File: config.mk
export PLATFORM = sky130hd
export DESIGN_NAME = led_rotate_sequencer_flat
export DESIGN_NICKNAME = d
export VERILOG_FILES = /design/src/rtl/led_rotate_sequencer_pkg.sv /design/src/rtl/led_rotate_sequencer_if.sv /design/src/rtl/led_rotate_sequencer_debounce.sv /design/src/rtl/led_rotate_sequencer.sv /design/src/flat_wrapper.sv
export SDC_FILE = /design/constraint.sdc
export NUM_CORES = 1
export LEC_CHECK = 0
export CORE_MARGIN = 1
export CORE_UTILIZATION = 44
export CTS_BUF_LIST = sky130_fd_sc_hd__clkbuf_4
export DETAILED_ROUTE_END_ITERATION = 10
export RECOVER_POWER = 50
export SETUP_SLACK_MARGIN = 0.3
export SYNTH_ARGS = -nofsm -noshare
export SYNTH_HDL_FRONTEND = slang
export SYNTH_HIERARCHICAL = 1
export SYNTH_SLANG_ARGS = --single-unit
File: constraint.sdc
create_clock -name clk -period 1.8 [get_ports clk]
set_clock_uncertainty 0.05 [all_clocks]
set_input_delay 0.18 -clock clk [delete_from_list [all_inputs] [get_ports clk]]
set_output_delay 0.18 -clock clk [all_outputs]
set_load 0.1 [all_outputs]
File: src/rtl/led_rotate_sequencer_pkg.sv
// Shared types and default constants for the rotating-LED run/stop/step sequencer.
package led_seq_pkg;

  typedef enum logic [1:0] {
    ST_STOP = 2'd0,
    ST_RUN  = 2'd1,
    ST_STEP = 2'd2
  } seq_state_t;

  localparam int unsigned DEF_LED_W           = 3;
  localparam logic [2:0]  DEF_LED_INIT        = 3'b110;
  localparam int unsigned DEF_TICK_CYCLES     = 13_500_000;
  localparam int unsigned DEF_DEBOUNCE_CYCLES = 270_000;

endpackage

File: src/rtl/led_rotate_sequencer_if.sv
// Board-facing bundle: raw active-low buttons in, LED pattern and status out.
interface led_rotate_sequencer_if #(
  parameter int unsigned LED_W = 3
);

  logic             button_0;
  logic             button_1;
  logic             button_2;
  logic [LED_W-1:0] led;
  logic             running;
  logic             dir;

  modport master (
    output button_0,
    output button_1,
    output button_2,
    input  led,
    input  running,
    input  dir
  );

  modport slave (
    input  button_0,
    input  button_1,
    input  button_2,
    output led,
    output running,
    output dir
  );

endinterface

File: src/rtl/led_rotate_sequencer_debounce.sv
// One button channel: 2-flop synchronizer, stability counter and one-shot press pulse.
module button_debounce
  import led_seq_pkg::*;
#(
  parameter int unsigned DEBOUNCE_CYCLES = DEF_DEBOUNCE_CYCLES
) (
  input  logic clk,
  input  logic rst_n,
  input  logic btn_n,
  output logic level,
  output logic press
);

  localparam int unsigned CNT_W = (DEBOUNCE_CYCLES > 1) ? $clog2(DEBOUNCE_CYCLES) : 1;
  localparam logic [CNT_W-1:0] CNT_LAST = CNT_W'(DEBOUNCE_CYCLES - 1);
  localparam logic [CNT_W-1:0] CNT_ZERO = {CNT_W{1'b0}};
  localparam logic [CNT_W-1:0] CNT_ONE  = CNT_W'(1);

  logic             sync1_q;
  logic             sync2_q;
  logic             level_q;
  logic             level_d;
  logic             press_q;
  logic             press_d;
  logic [CNT_W-1:0] cnt_q;
  logic [CNT_W-1:0] cnt_d;

  // Stability counter: a level change is accepted only after an unbroken run of differing samples.
  always_comb begin
    level_d = level_q;
    cnt_d   = CNT_ZERO;
    if (sync2_q != level_q) begin
      if (cnt_q == CNT_LAST) begin
        level_d = sync2_q;
        cnt_d   = CNT_ZERO;
      end else begin
        level_d = level_q;
        cnt_d   = cnt_q + CNT_ONE;
      end
    end else begin
      level_d = level_q;
      cnt_d   = CNT_ZERO;
    end
    press_d = level_q & ~level_d;
  end

  // Synchronizer, debounced level and press pulse registers.
  always_ff @(posedge clk) begin
    if (!rst_n) begin
      sync1_q <= 1'b1;
      sync2_q <= 1'b1;
      level_q <= 1'b1;
      press_q <= 1'b0;
      cnt_q   <= CNT_ZERO;
    end else begin
      sync1_q <= btn_n;
      sync2_q <= sync1_q;
      level_q <= level_d;
      press_q <= press_d;
      cnt_q   <= cnt_d;
    end
  end

  assign level = level_q;
  assign press = press_q;

endmodule

File: src/rtl/led_rotate_sequencer.sv
// Run/stop/step sequencer: debounced button commands drive an FSM that times and rotates the LED pattern.
module led_rotate_sequencer
  import led_seq_pkg::*;
#(
  parameter int unsigned      LED_W           = DEF_LED_W,
  parameter logic [LED_W-1:0] LED_INIT        = DEF_LED_INIT,
  parameter int unsigned      TICK_CYCLES     = DEF_TICK_CYCLES,
  parameter int unsigned      DEBOUNCE_CYCLES = DEF_DEBOUNCE_CYCLES
) (
  input  logic                 clk,
  input  logic                 rst_n,
  led_rotate_sequencer_if.slave bus
);

  localparam int unsigned CNT_W = $clog2(TICK_CYCLES);
  localparam logic [CNT_W-1:0] TICK_LAST = CNT_W'(TICK_CYCLES - 1);
  localparam logic [CNT_W-1:0] CNT_ZERO  = {CNT_W{1'b0}};
  localparam logic [CNT_W-1:0] CNT_ONE   = CNT_W'(1);

  logic [2:0]       btn_n_s;
  logic [2:0]       level_s;
  logic [2:0]       press_s;

  seq_state_t       state_q;
  seq_state_t       state_d;
  logic [CNT_W-1:0] cnt_q;
  logic [CNT_W-1:0] cnt_d;
  logic             dir_q;
  logic             dir_d;
  logic [LED_W-1:0] led_q;
  logic [LED_W-1:0] led_d;
  logic             running_q;
  logic [LED_W-1:0] led_rot_s;

  assign btn_n_s = {bus.button_2, bus.button_1, bus.button_0};

  genvar g;
  generate
    for (g = 0; g < 3; g++) begin : g_btn
      button_debounce #(
        .DEBOUNCE_CYCLES(DEBOUNCE_CYCLES)
      ) u_debounce (
        .clk   (clk),
        .rst_n (rst_n),
        .btn_n (btn_n_s[g]),
        .level (level_s[g]),
        .press (press_s[g])
      );
    end
  endgenerate

  // One-position rotation of the current pattern in the current direction.
  always_comb begin
    if (dir_q) begin
      led_rot_s = {led_q[0], led_q[LED_W-1:1]};
    end else begin
      led_rot_s = {led_q[LED_W-2:0], led_q[LED_W-1]};
    end
  end

  // Next-state logic; STOP wins over everything, and STEP ignores all presses.
  always_comb begin
    state_d = state_q;
    cnt_d   = cnt_q;
    dir_d   = dir_q;
    led_d   = led_q;
    case (state_q)
      ST_STOP: begin
        cnt_d = CNT_ZERO;
        if (press_s[0]) begin
          state_d = ST_STOP;
        end else if (press_s[1]) begin
          state_d = ST_RUN;
        end else if (press_s[2]) begin
          state_d = ST_STEP;
        end else begin
          state_d = ST_STOP;
        end
      end
      ST_RUN: begin
        if (press_s[0]) begin
          state_d = ST_STOP;
          cnt_d   = CNT_ZERO;
        end else begin
          state_d = ST_RUN;
          if (press_s[2]) begin
            dir_d = ~dir_q;
          end else begin
            dir_d = dir_q;
          end
          if (cnt_q == TICK_LAST) begin
            led_d = led_rot_s;
            cnt_d = CNT_ZERO;
          end else begin
            led_d = led_q;
            cnt_d = cnt_q + CNT_ONE;
          end
        end
      end
      ST_STEP: begin
        led_d   = led_rot_s;
        state_d = ST_STOP;
        cnt_d   = CNT_ZERO;
      end
      default: begin
        state_d = ST_STOP;
        cnt_d   = CNT_ZERO;
      end
    endcase
  end

  // Sequencer state and registered outputs.
  always_ff @(posedge clk) begin
    if (!rst_n) begin
      state_q   <= ST_STOP;
      cnt_q     <= CNT_ZERO;
      dir_q     <= 1'b0;
      led_q     <= LED_INIT;
      running_q <= 1'b0;
    end else begin
      state_q   <= state_d;
      cnt_q     <= cnt_d;
      dir_q     <= dir_d;
      led_q     <= led_d;
      running_q <= (state_d == ST_RUN);
    end
  end

  assign bus.led     = led_q;
  assign bus.running = running_q;
  assign bus.dir     = dir_q;

endmodule

File: src/flat_wrapper.sv
// flat-port wrapper written by rule: the top's interface ports become plain ports
module led_rotate_sequencer_flat import led_seq_pkg::*;
#(
  parameter int unsigned      LED_W           = DEF_LED_W,
  parameter logic [LED_W-1:0] LED_INIT        = DEF_LED_INIT,
  parameter int unsigned      TICK_CYCLES     = DEF_TICK_CYCLES,
  parameter int unsigned      DEBOUNCE_CYCLES = DEF_DEBOUNCE_CYCLES
)
  (clk, rst_n, bus_button_0, bus_button_1, bus_button_2, bus_led, bus_running, bus_dir);
  led_rotate_sequencer_if #(.LED_W(LED_W)) bus_i ();
  input  logic clk;
  input  logic rst_n;
  input wire logic [$bits(bus_i.button_0)-1:0] bus_button_0;
  input wire logic [$bits(bus_i.button_1)-1:0] bus_button_1;
  input wire logic [$bits(bus_i.button_2)-1:0] bus_button_2;
  output wire logic [$bits(bus_i.led)-1:0] bus_led;
  output wire logic [$bits(bus_i.running)-1:0] bus_running;
  output wire logic [$bits(bus_i.dir)-1:0] bus_dir;
  assign bus_i.button_0 = bus_button_0;
  assign bus_i.button_1 = bus_button_1;
  assign bus_i.button_2 = bus_button_2;
  assign bus_led = bus_i.led;
  assign bus_running = bus_i.running;
  assign bus_dir = bus_i.dir;
  led_rotate_sequencer #(.LED_W(LED_W), .LED_INIT(LED_INIT), .TICK_CYCLES(TICK_CYCLES), .DEBOUNCE_CYCLES(DEBOUNCE_CYCLES)) u_core (.clk(clk), .rst_n(rst_n), .bus(bus_i));
endmodule
==> flow_summary.yaml, run 1 <==
outcome:
  status: "completed"
timing:
  max_freq_mhz: 582
  holdWs_ns: 0.212
  rsz0062_at_grt: "true"
  worstMarginPinSlew_ns: 0.542
  layout_min_cycle_time_ns: 1.72
  period_share_pct: 95.4
  finalSetupViolCount: 0
  worst_slack_ns: 0.0820
  slew_violations: 0
  slew_headroom_pct: 64.0
  finalHoldViolations: 0
synth:
  syn-num-nets: 505
  yosysMostFrequentCell: "dfxtp_1"
  synth_mux_area_share_pct: 1.33
  synth_area_leader_cell: "dfxtp_1"
  yosysUniqueCellTypes: 48
  async_reset_ff_share_pct: 0
  synth-xor-area-share_pct: 11.2
  ys_warn_count: 6
  syn_inst: 496
  synth-seq-area-share_pct: 41.9
  synthAdderAreaFrac_pct: 1.05
  synth_ff_type: "dfxtp_1"
  netlist_top_cells_area: "dfxtp_1 42%, xnor2_1 6.8%, xor2_1 4.4%"
  synth-simple-area-share_pct: 33.6
  netlist_area_sq_um: 4780
  synth-edff-count: 0
  syn_avg_cell_area_sq_um: 9.64
  synth.cells.most_frequent: "100 x dfxtp_1, 44 x nor2_1, 37 x xnor2_1, 32 x nand3_1"
  synth_top_area_share_pct: 41.9
  synth_top_family_by_area: "simple AND/OR/NAND/NOR gates"
  synth_compound_area_share_pct: 6.57
  synth-seq-cells: 100
critical_path:
  timing.rr.start: "u_core/g_btn[1].u_debounce/cnt_q[1]"
  r2r_slack_ns: 0.08
  cp-end-kind: "register"
  crit_fanout: 3
  worstSetupStartpointType: "register"
  arrival_ns: 2.06
  slowest_stage: "or3_1"
  crit_path_cell_trace: "ha_1 -> and4_1 -> buf_6 -> nand4_1 -> or3_1 -> a21oi_2"
  critPathRequiredTime_ns: 2.15
  setup.worst_path.start: "u_core/g_btn[1].u_debounce/cnt_q[1]"
  cp_slowest_stage_delay_ns: 0.39
  critPathCapture: "u_core/g_btn[1].u_debounce/cnt_q[18]"
  critical_path_class: "register to register"
  r2r_end: "u_core/g_btn[1].u_debounce/cnt_q[18]"
  ff2ff_path_depth: 6
detailed_routing:
  vias: 3892
  dr.pass1.iters: 4
  route.detailed.drc: 0
  first_iter_violations: 140
  routed_wl_um: 10900
  routedWlPerCell_um: 15.1
  routed_via_density: 5.41
  ant_nets: 0
global_route:
  grt_pass1_vias: 3729
  grt_max_degree: 24
  antenna_found_initial: 0
  grt_pass1_wl_um: 17800
  grt_overflow: 0
  grt.total_usage_pct: 19.8
cts:
  clk_latency_ns: 0.47
  clkTransAtPathRegs_ns: 0.16
  cts_tree: "built"
  numCtsBuffers: 9
  h-tree-depth: 3
  hold_buffers: 0
  clockBufferDepth: 2
  cts_sinks: 100
  root_buffer: "clkbuf_4"
pwr:
  p_leak_nw: 2.09
  irDropWorstVdd_mv: 0.462
  power_density_nw_per_um2: 533
job:
  max_cap_viol_count: 0
layout:
  drive_gt1_share_pct: 47.5
  layout.nets: 587
  diodes: 0
  area_delta_synth_final_pct: 33.9
floorplanning:
  coreArea_sq_um: 10400
  start_util_pct: 45.9
  row_count: 37
  dieWidth_um: 106
  io_pins: 10
  die-area_sq_um: 11300
  dieHeight_um: 106
hold_path:
  hold_path_depth: 2
  hold_class: "input pin to register"
placed_design:
  dp_hpwl_um: 6050
  place_congestion: 0.753
  dp_slack_ns: 0.0330
  io_buffers: 9
[how the worst min path moves through the flow]
| stage | start | endpoint | slack [ns] |
|---|---|---|---|
| floorplan | rst_n | u_core/g_btn[0].u_debounce/sync1_q | 0.20 |
| global placement | u_core/g_btn[2].u_debounce/sync1_q | u_core/g_btn[2].u_debounce/sync2_q | 0.34 |
| detailed placement | u_core/g_btn[2].u_debounce/sync1_q | u_core/g_btn[2].u_debounce/sync2_q | 0.34 |
| CTS | bus_button_2 | u_core/g_btn[2].u_debounce/sync1_q | 0.18 |
| global route | bus_button_0 | u_core/g_btn[0].u_debounce/sync1_q | 0.19 |
| finish | bus_button_2 | u_core/g_btn[2].u_debounce/sync1_q | 0.21 |
[registers in the layout, indices dropped and copies added (netlist names)]
name,cells
u_core/bus.running,1
u_core/cnt_q,24
u_core/g_btn.u_debounce/cnt_q,57
u_core/g_btn.u_debounce/sync2_q,3
u_core/bus.dir,1
u_core/g_btn.u_debounce/press,3
u_core/bus.led,3
u_core/g_btn.u_debounce/sync1_q,3
u_core/g_btn.u_debounce/level,3
u_core/state_q,2
[kinds of logic after synthesis]
group | after synthesis
and+or+nand+nor | 251
DFF | 100
xor gates and xnor gates | 61
AOI/OAI and AO/OA | 43
buffers and inverters | 31
muxes | 6
adders and majority gates | 4
[worst max-delay path: cells and delay by family, from the launching register on]
kind	cells	cell delay, ns
flops	1	0.36
buf+inv	1	0.12
compound gates	1	0.14
simple gates	3	0.79
fa+ha+maj	1	0.19
[routing by layer]
metal,wire (um),GRT usage [%],vias to the layer above
li1,-,-,1943
met1,4910,24.4,1909
met2,5600,33.5,27
met3,210,4.41,13
met4,161,7.44,0
met5,0,0,-
[per-stage QoR]
stage	area [sq um]	utilization, %	power, mW	cells	TNS [ns]
final	6400	61.5	3.41	719	0
after global routing	6400	61.5	3.56	719	-0.0363
after CTS	6090	58.4	3.46	708	0
after detailed placement	5120	49.2	2.33	635	0
after global placement	5120	49.2	2.33	635	0
after floorplan	4910	-	2.30	496	0
[area by class of cell]
type	instances	area, sq um
clock inverter	7	47.5
tap	136	170
timing repair buffer	87	962
multi-input combinational	367	3010
clock buffer	9	67.6
inverter	13	48.8
fill	870	4010
sequential	100	2090
[cells in the final DEF (no fill, tap or decap), types with 4 or more instances in the layout]
| cell type | count |
|---|---|
| nor4_4 | 6 |
| dfxtp_1 | 54 |
| nor2_1 | 25 |
| nand2_4 | 5 |
| buf_6 | 12 |
| nor2_2 | 35 |
| clkbuf_2 | 6 |
| xor2_1 | 22 |
| o211ai_1 | 4 |
| buf_16 | 7 |
| nand2_1 | 25 |
| or3_4 | 5 |
| xnor2_1 | 37 |
| nand2b_1 | 8 |
| buf_4 | 46 |
| inv_1 | 13 |
| dfxtp_2 | 32 |
| and4_2 | 7 |
| nand4_1 | 26 |
| nand3_1 | 31 |
| buf_12 | 8 |
| or4_4 | 6 |
| o21ai_0 | 6 |
| clkbuf_4 | 9 |
| nor3_1 | 11 |
| or3_1 | 5 |
| dfxtp_4 | 14 |
| a21oi_2 | 16 |
| and4_1 | 5 |
| nor4_1 | 10 |
| nor2_4 | 14 |
[where the power goes]
part / internal (mW) / switching [mW]
combinational: 0.0704 / 0.0521
sequential: 2.20 / 0.00494
clock: 0.290 / 0.795
[repair_timing]
action                     CTS  global route
pin swaps                   22            36
buffers inserted            45            10
setup endpoints to repair   83            86
resized for setup           72            91
gates cloned                12             1
Power figures use the tool's default switching activity.
==> inputs of run 2 (changes only) <==
- clock period: 1.8 -> 2.01 ns (I/O delays scaled with it)
==> run 2 against run 1 <==
  * Fmax fell by 7.7%
  * Register-to-register slack improved by 0.07 ns
  * Routed wire length fell by 20%
  * Total power fell by 13%
  * Largest power group unchanged
==> flow_summary.yaml, run 2 (synthesis gave the netlist of run 1 again) <==
layout:
  fill_cells: 969
  utilization_pct: 51.7
  largest-register: "u_core/g_btn.u_debounce/cnt_q"
  layout.nets: 534
  ff_latch_area_sq_um: 2040
  final_cell_mix: "76 x dfxtp_1, 51 x nor2_1, 37 x xnor2_1, 31 x nand3_1, 28 x nand2_1"
  largest_register_ffs: 57
  area_delta_synth_final_pct: 12.6
  diodes: 0
  multiInputGateArea_sq_um: 2670
  drive_gt1_share_pct: 27.5
  reg_top3: "u_core/g_btn.u_debounce/cnt_q x57, u_core/cnt_q x24"
  mostFrequentLayoutCell: "dfxtp_1"
detailed_routing:
  m1WireLength_um: 4340
  routed_wl_um: 8740
  topRoutingLayerUsed: "met4"
  met3_length_um: 253
  ant_nets: 0
  route.detailed.drc: 0
  first_iter_violations: 83
  route.met2.wl_um: 4080
  routed_via_density: 5.29
  dr.pass1.iters: 6
  routedWlPerCell_um: 13.1
  vias: 3522
pwr:
  p_leak_nw: 1.58
  power_density_nw_per_um2: 552
  irDropWorstVdd_mv: 0.339
  power_mw: 2.97
hold_path:
  hold_class: "input pin to register"
  hold_path_depth: 2
job:
  max_cap_viol_count: 0
floorplanning:
  start_util_pct: 45.9
  io_pins: 10
  coreArea_sq_um: 10400
  die-area_sq_um: 11300
  dieWidth_um: 106
  dieHeight_um: 106
  row_count: 37
timing:
  worst_slack_ns: 0.148
  finalSetupViolCount: 0
  rsz0062_at_grt: "true"
  holdWs_ns: 0.251
  slew_violations: 0
  finalHoldViolations: 0
  slew_headroom_pct: 64.0
  tns_ns: 0
  layout_min_cycle_time_ns: 1.86
  worstMarginPinSlew_ns: 0.542
  max_freq_mhz: 537
  period_share_pct: 92.6
critical_path:
  arrival_ns: 2.14
  critPathRequiredTime_ns: 2.29
  crit_fanout: 6
  ff2ff_path_depth: 7
  cp-end-kind: "register"
  critical_path_class: "register to register"
  worstSetupStartpointType: "register"
placed_design:
  io_buffers: 9
  place_congestion: 0.785
  dp_hpwl_um: 5530
  dp_slack_ns: 0.189
cts:
  numCtsBuffers: 9
  cts_tree: "built"
  clk_latency_ns: 0.43
  h-tree-depth: 3
  clockBufferDepth: 2
  cts_sinks: 100
  hold_buffers: 0
  clkTransAtPathRegs_ns: 0.16
  root_buffer: "clkbuf_4"
global_route:
  grt.total_usage_pct: 15.7
  antenna_found_initial: 0
  grt_max_degree: 25
  grt_pass1_vias: 3210
  grt_pass1_wl_um: 14500
  grt_overflow: 0
outcome:
  status: "completed"
## run 2: cell count changes in the layout (fill, tap and decap cells not counted), moves of 5 or more
| cell | before | now |
|---|---|---|
| a21oi_1 | 0 | 10 |
| a21oi_2 | 16 | 6 |
| buf_16 | 7 | 0 |
| buf_4 | 46 | 18 |
| buf_6 | 12 | 1 |
| dfxtp_1 | 54 | 76 |
| dfxtp_2 | 32 | 20 |
| dfxtp_4 | 14 | 4 |
| nand2_4 | 5 | 0 |
| nor2_1 | 25 | 51 |
| nor2_2 | 35 | 23 |
| nor2_4 | 14 | 0 |
## run 2: worst paths after layout
path,startpoint,to,slack (ns)
setup / recovery,u_core/cnt_q[0],u_core/cnt_q[3],0.15
hold / removal,bus_button_2,u_core/g_btn[2].u_debounce/sync1_q,0.25
setup reg to reg,u_core/cnt_q[0],u_core/cnt_q[3],0.15
hold reg to reg,u_core/g_btn[2].u_debounce/sync1_q,u_core/g_btn[2].u_debounce/sync2_q,0.38
## run 2: per-stage QoR
stage                     cells  instance area (sq um)
after floorplan             496                   4810
after global placement      630                   4990
after detailed placement    630                   4990
after CTS                   652                   5230
after global routing        666                   5390
final                       666                   5390
## run 2: area by class of cell
cell class                 instances  share of cell area, %
tap                              136                   3.16
clock inverter                     7                  0.976
sequential                       100                   37.9
multi-input combinational        366                   49.6
inverter                          13                  0.906
clock buffer                       9                   1.25
timing repair buffer              35                   6.23
## run 2: critical path, stage by stage, from the launching register on
cell and delay [ns]:
dfxtp_1 0.46, ha_4 0.18, and4_4 0.24, nand4_1 0.14
o211ai_1 0.32, buf_4 0.21, clkbuf_16 0.15, nor2_2 0.04
## run 2: per-layer routing
layer | global-route usage [%] | up-vias
li1 | - | 1825
met1 | 20.5 | 1654
met2 | 25.6 | 39
met3 | 4.23 | 4
met4 | 4.07 | 0
met5 | 0 | -
## run 2: what timing repair did
| action | CTS | global route |
|---|---|---|
| setup buffers | 5 | 12 |
| pin swaps | 7 | 13 |
| setup endpoints to repair | 83 | 81 |
| gates resized for setup | 26 | 45 |
| cloned | 1 | 2 |
## run 2: power breakdown
group,leakage (nW),internal (mW),switching (mW),total (mW)
Combinational,0.694,0.0241,0.0264,0.0504
Clock,0.0631,0.262,0.668,0.930
Sequential,0.821,1.98,0.00487,1.99
Total,1.58,2.27,0.699,2.97
==> inputs of run 3 (changes only) <==
- CORE_UTILIZATION: 44 -> 55
- PLACE_DENSITY: default -> 0.72
==> run 3 against run 2 <==
  * Sequential power hardly changed
  * Via count up 0.94%
  * Sequential share of layout area grew 0.24 points
  * Non-clock buffer count decreased by 5
  * Critical path depth is 1 lower
  * Critical path type unchanged
  * Largest cell class unchanged
  * Highest routed layer unchanged
==> flow_summary.yaml, run 3 (synthesis gave the netlist of run 1 again) <==
detailed_routing:
  vias: 3555
  dr.pass1.iters: 4
  routed_wl_um: 8810
  route.detailed.drc: 0
  routedWlPerCell_um: 14.0
  first_iter_violations: 119
  ant_nets: 0
  routed_via_density: 5.64
global_route:
  grt_pass1_wl_um: 14100
  antenna_found_initial: 0
  grt_overflow: 0
  grt_max_degree: 25
  grt_pass1_vias: 3193
  grt.total_usage_pct: 19.6
layout:
  ff_latch_area_sq_um: 2050
  largest_register_ffs: 57
  fill_cells: 667
  final_cell_mix: "76 x dfxtp_1, 55 x nor2_1, 37 x xnor2_1, 31 x nand3_1, 28 x nand2_1"
  multiInputGateArea_sq_um: 2710
  area_delta_synth_final_pct: 12.5
  fin_area_sq_um: 5380
  largest-register: "u_core/g_btn.u_debounce/cnt_q"
  diodes: 0
  reg_top3: "u_core/g_btn.u_debounce/cnt_q x57, u_core/cnt_q x24"
  layout.nets: 529
  stdcell_count: 630
  drive_gt1_share_pct: 27.4
  mostFrequentLayoutCell: "dfxtp_1"
cts:
  clk_latency_ns: 0.44
  h-tree-depth: 3
  cts_sinks: 100
  numCtsBuffers: 9
  clkTransAtPathRegs_ns: 0.16
  clockBufferDepth: 2
  root_buffer: "clkbuf_4"
  hold_buffers: 0
  cts_tree: "built"
timing:
  worstMarginPinSlew_ns: 1.17
  slew_headroom_pct: 21.7
  finalHoldViolations: 0
  layout_min_cycle_time_ns: 1.75
  max_freq_mhz: 570
  worst_slack_ns: 0.255
  slew_violations: 0
  holdWs_ns: 0.239
  tns_ns: 0
  period_share_pct: 87.3
  rsz0062_at_grt: "true"
  finalSetupViolCount: 0
outcome:
  status: "completed"
floorplanning:
  die-area_sq_um: 9070
  start_util_pct: 57.6
  io_pins: 10
  dieHeight_um: 95.2
  dieWidth_um: 95.2
  coreArea_sq_um: 8300
  row_count: 33
placed_design:
  dpl_cell_area_sq_um: 4930
  place_congestion: 0.780
  io_buffers: 9
  dp_hpwl_um: 5600
  dp_slack_ns: 0.176
  placed_cells: 598
hold_path:
  hold_class: "input pin to register"
  min_from: "bus_button_2"
critical_path:
  critPathRequiredTime_ns: 2.34
  worstSetupStartpointType: "register"
  crit_fanout: 6
  setup.worst_path.start: "u_core/cnt_q[0]"
  critical_path_class: "register to register"
  cp-end-kind: "register"
  timing.rr.start: "u_core/cnt_q[0]"
  arrival_ns: 2.09
pwr:
  irDropWorstVdd_mv: 0.320
  p_leak_nw: 1.60
  power_density_nw_per_um2: 581
job:
  max_cap_viol_count: 0
run 3: changes by cell type in the layout (fill, tap and decap cells not counted), moves of 3 or more:
cell and delta:
nor2_1 +4, inv_6 +3, clkinv_4 -3, buf_4 -5, dfxtp_4 +4, ha_1 -3, dfxtp_2 -4, nor2_2 -4
run 3: metal layers:
layer	GRT usage [%]	vias to the layer above	part of all wire (%)
met5	0	-	0
li1	-	1829	-
met3	5.26	17	3.6
met2	33.3	58	50
met4	6.19	0	1.4
met1	24.0	1651	45
run 3: final cells by class:
class / instances / area share, %
multi-input cells: 366 / 50.4
flip-flops and latches: 100 / 38.2
repair buffers: 30 / 5.30
well taps: 105 / 2.44
clock inverters: 7 / 1.49
clock buffers: 9 / 1.26
inverters: 13 / 0.907
run 3: report_power, final:
group	switching, mW	internal, mW
combinational	0.0267	0.0221
sequential	0.00568	1.98
clock	0.689	0.400
run 3: per-stage QoR:
step,util (%),total power [mW]
after CTS,62.4,3.17
after detailed placement,59.4,2.09
final,64.8,3.12
after floorplan,-,2.07
after global routing,64.8,3.25
after global placement,59.4,2.09
run 3: repair_timing:
action	4_1_cts	5_1_grt
gates cloned	1	2
resized for setup	24	47
setup buffers	4	9
endpoints found under the setup margin	83	74
pin swaps	1	12
run 3: critical path, cell delays in order (launching register included):
cell	delay [ns]
dfxtp_4	0.40
ha_4	0.17
nand2_4	0.06
or3_4	0.42
buf_6	0.14
or3_1	0.32
a21oi_1	0.14
run 3: path summary, 6_finish.rpt:
path                                         to  slack (ns)  cells past startpoint
max                            u_core/cnt_q[14]        0.26                      6
max reg2reg                    u_core/cnt_q[14]        0.26                      6
min reg2reg  u_core/g_btn[2].u_debounce/sync2_q        0.38                      1
min          u_core/g_btn[2].u_debounce/sync1_q        0.24                      2
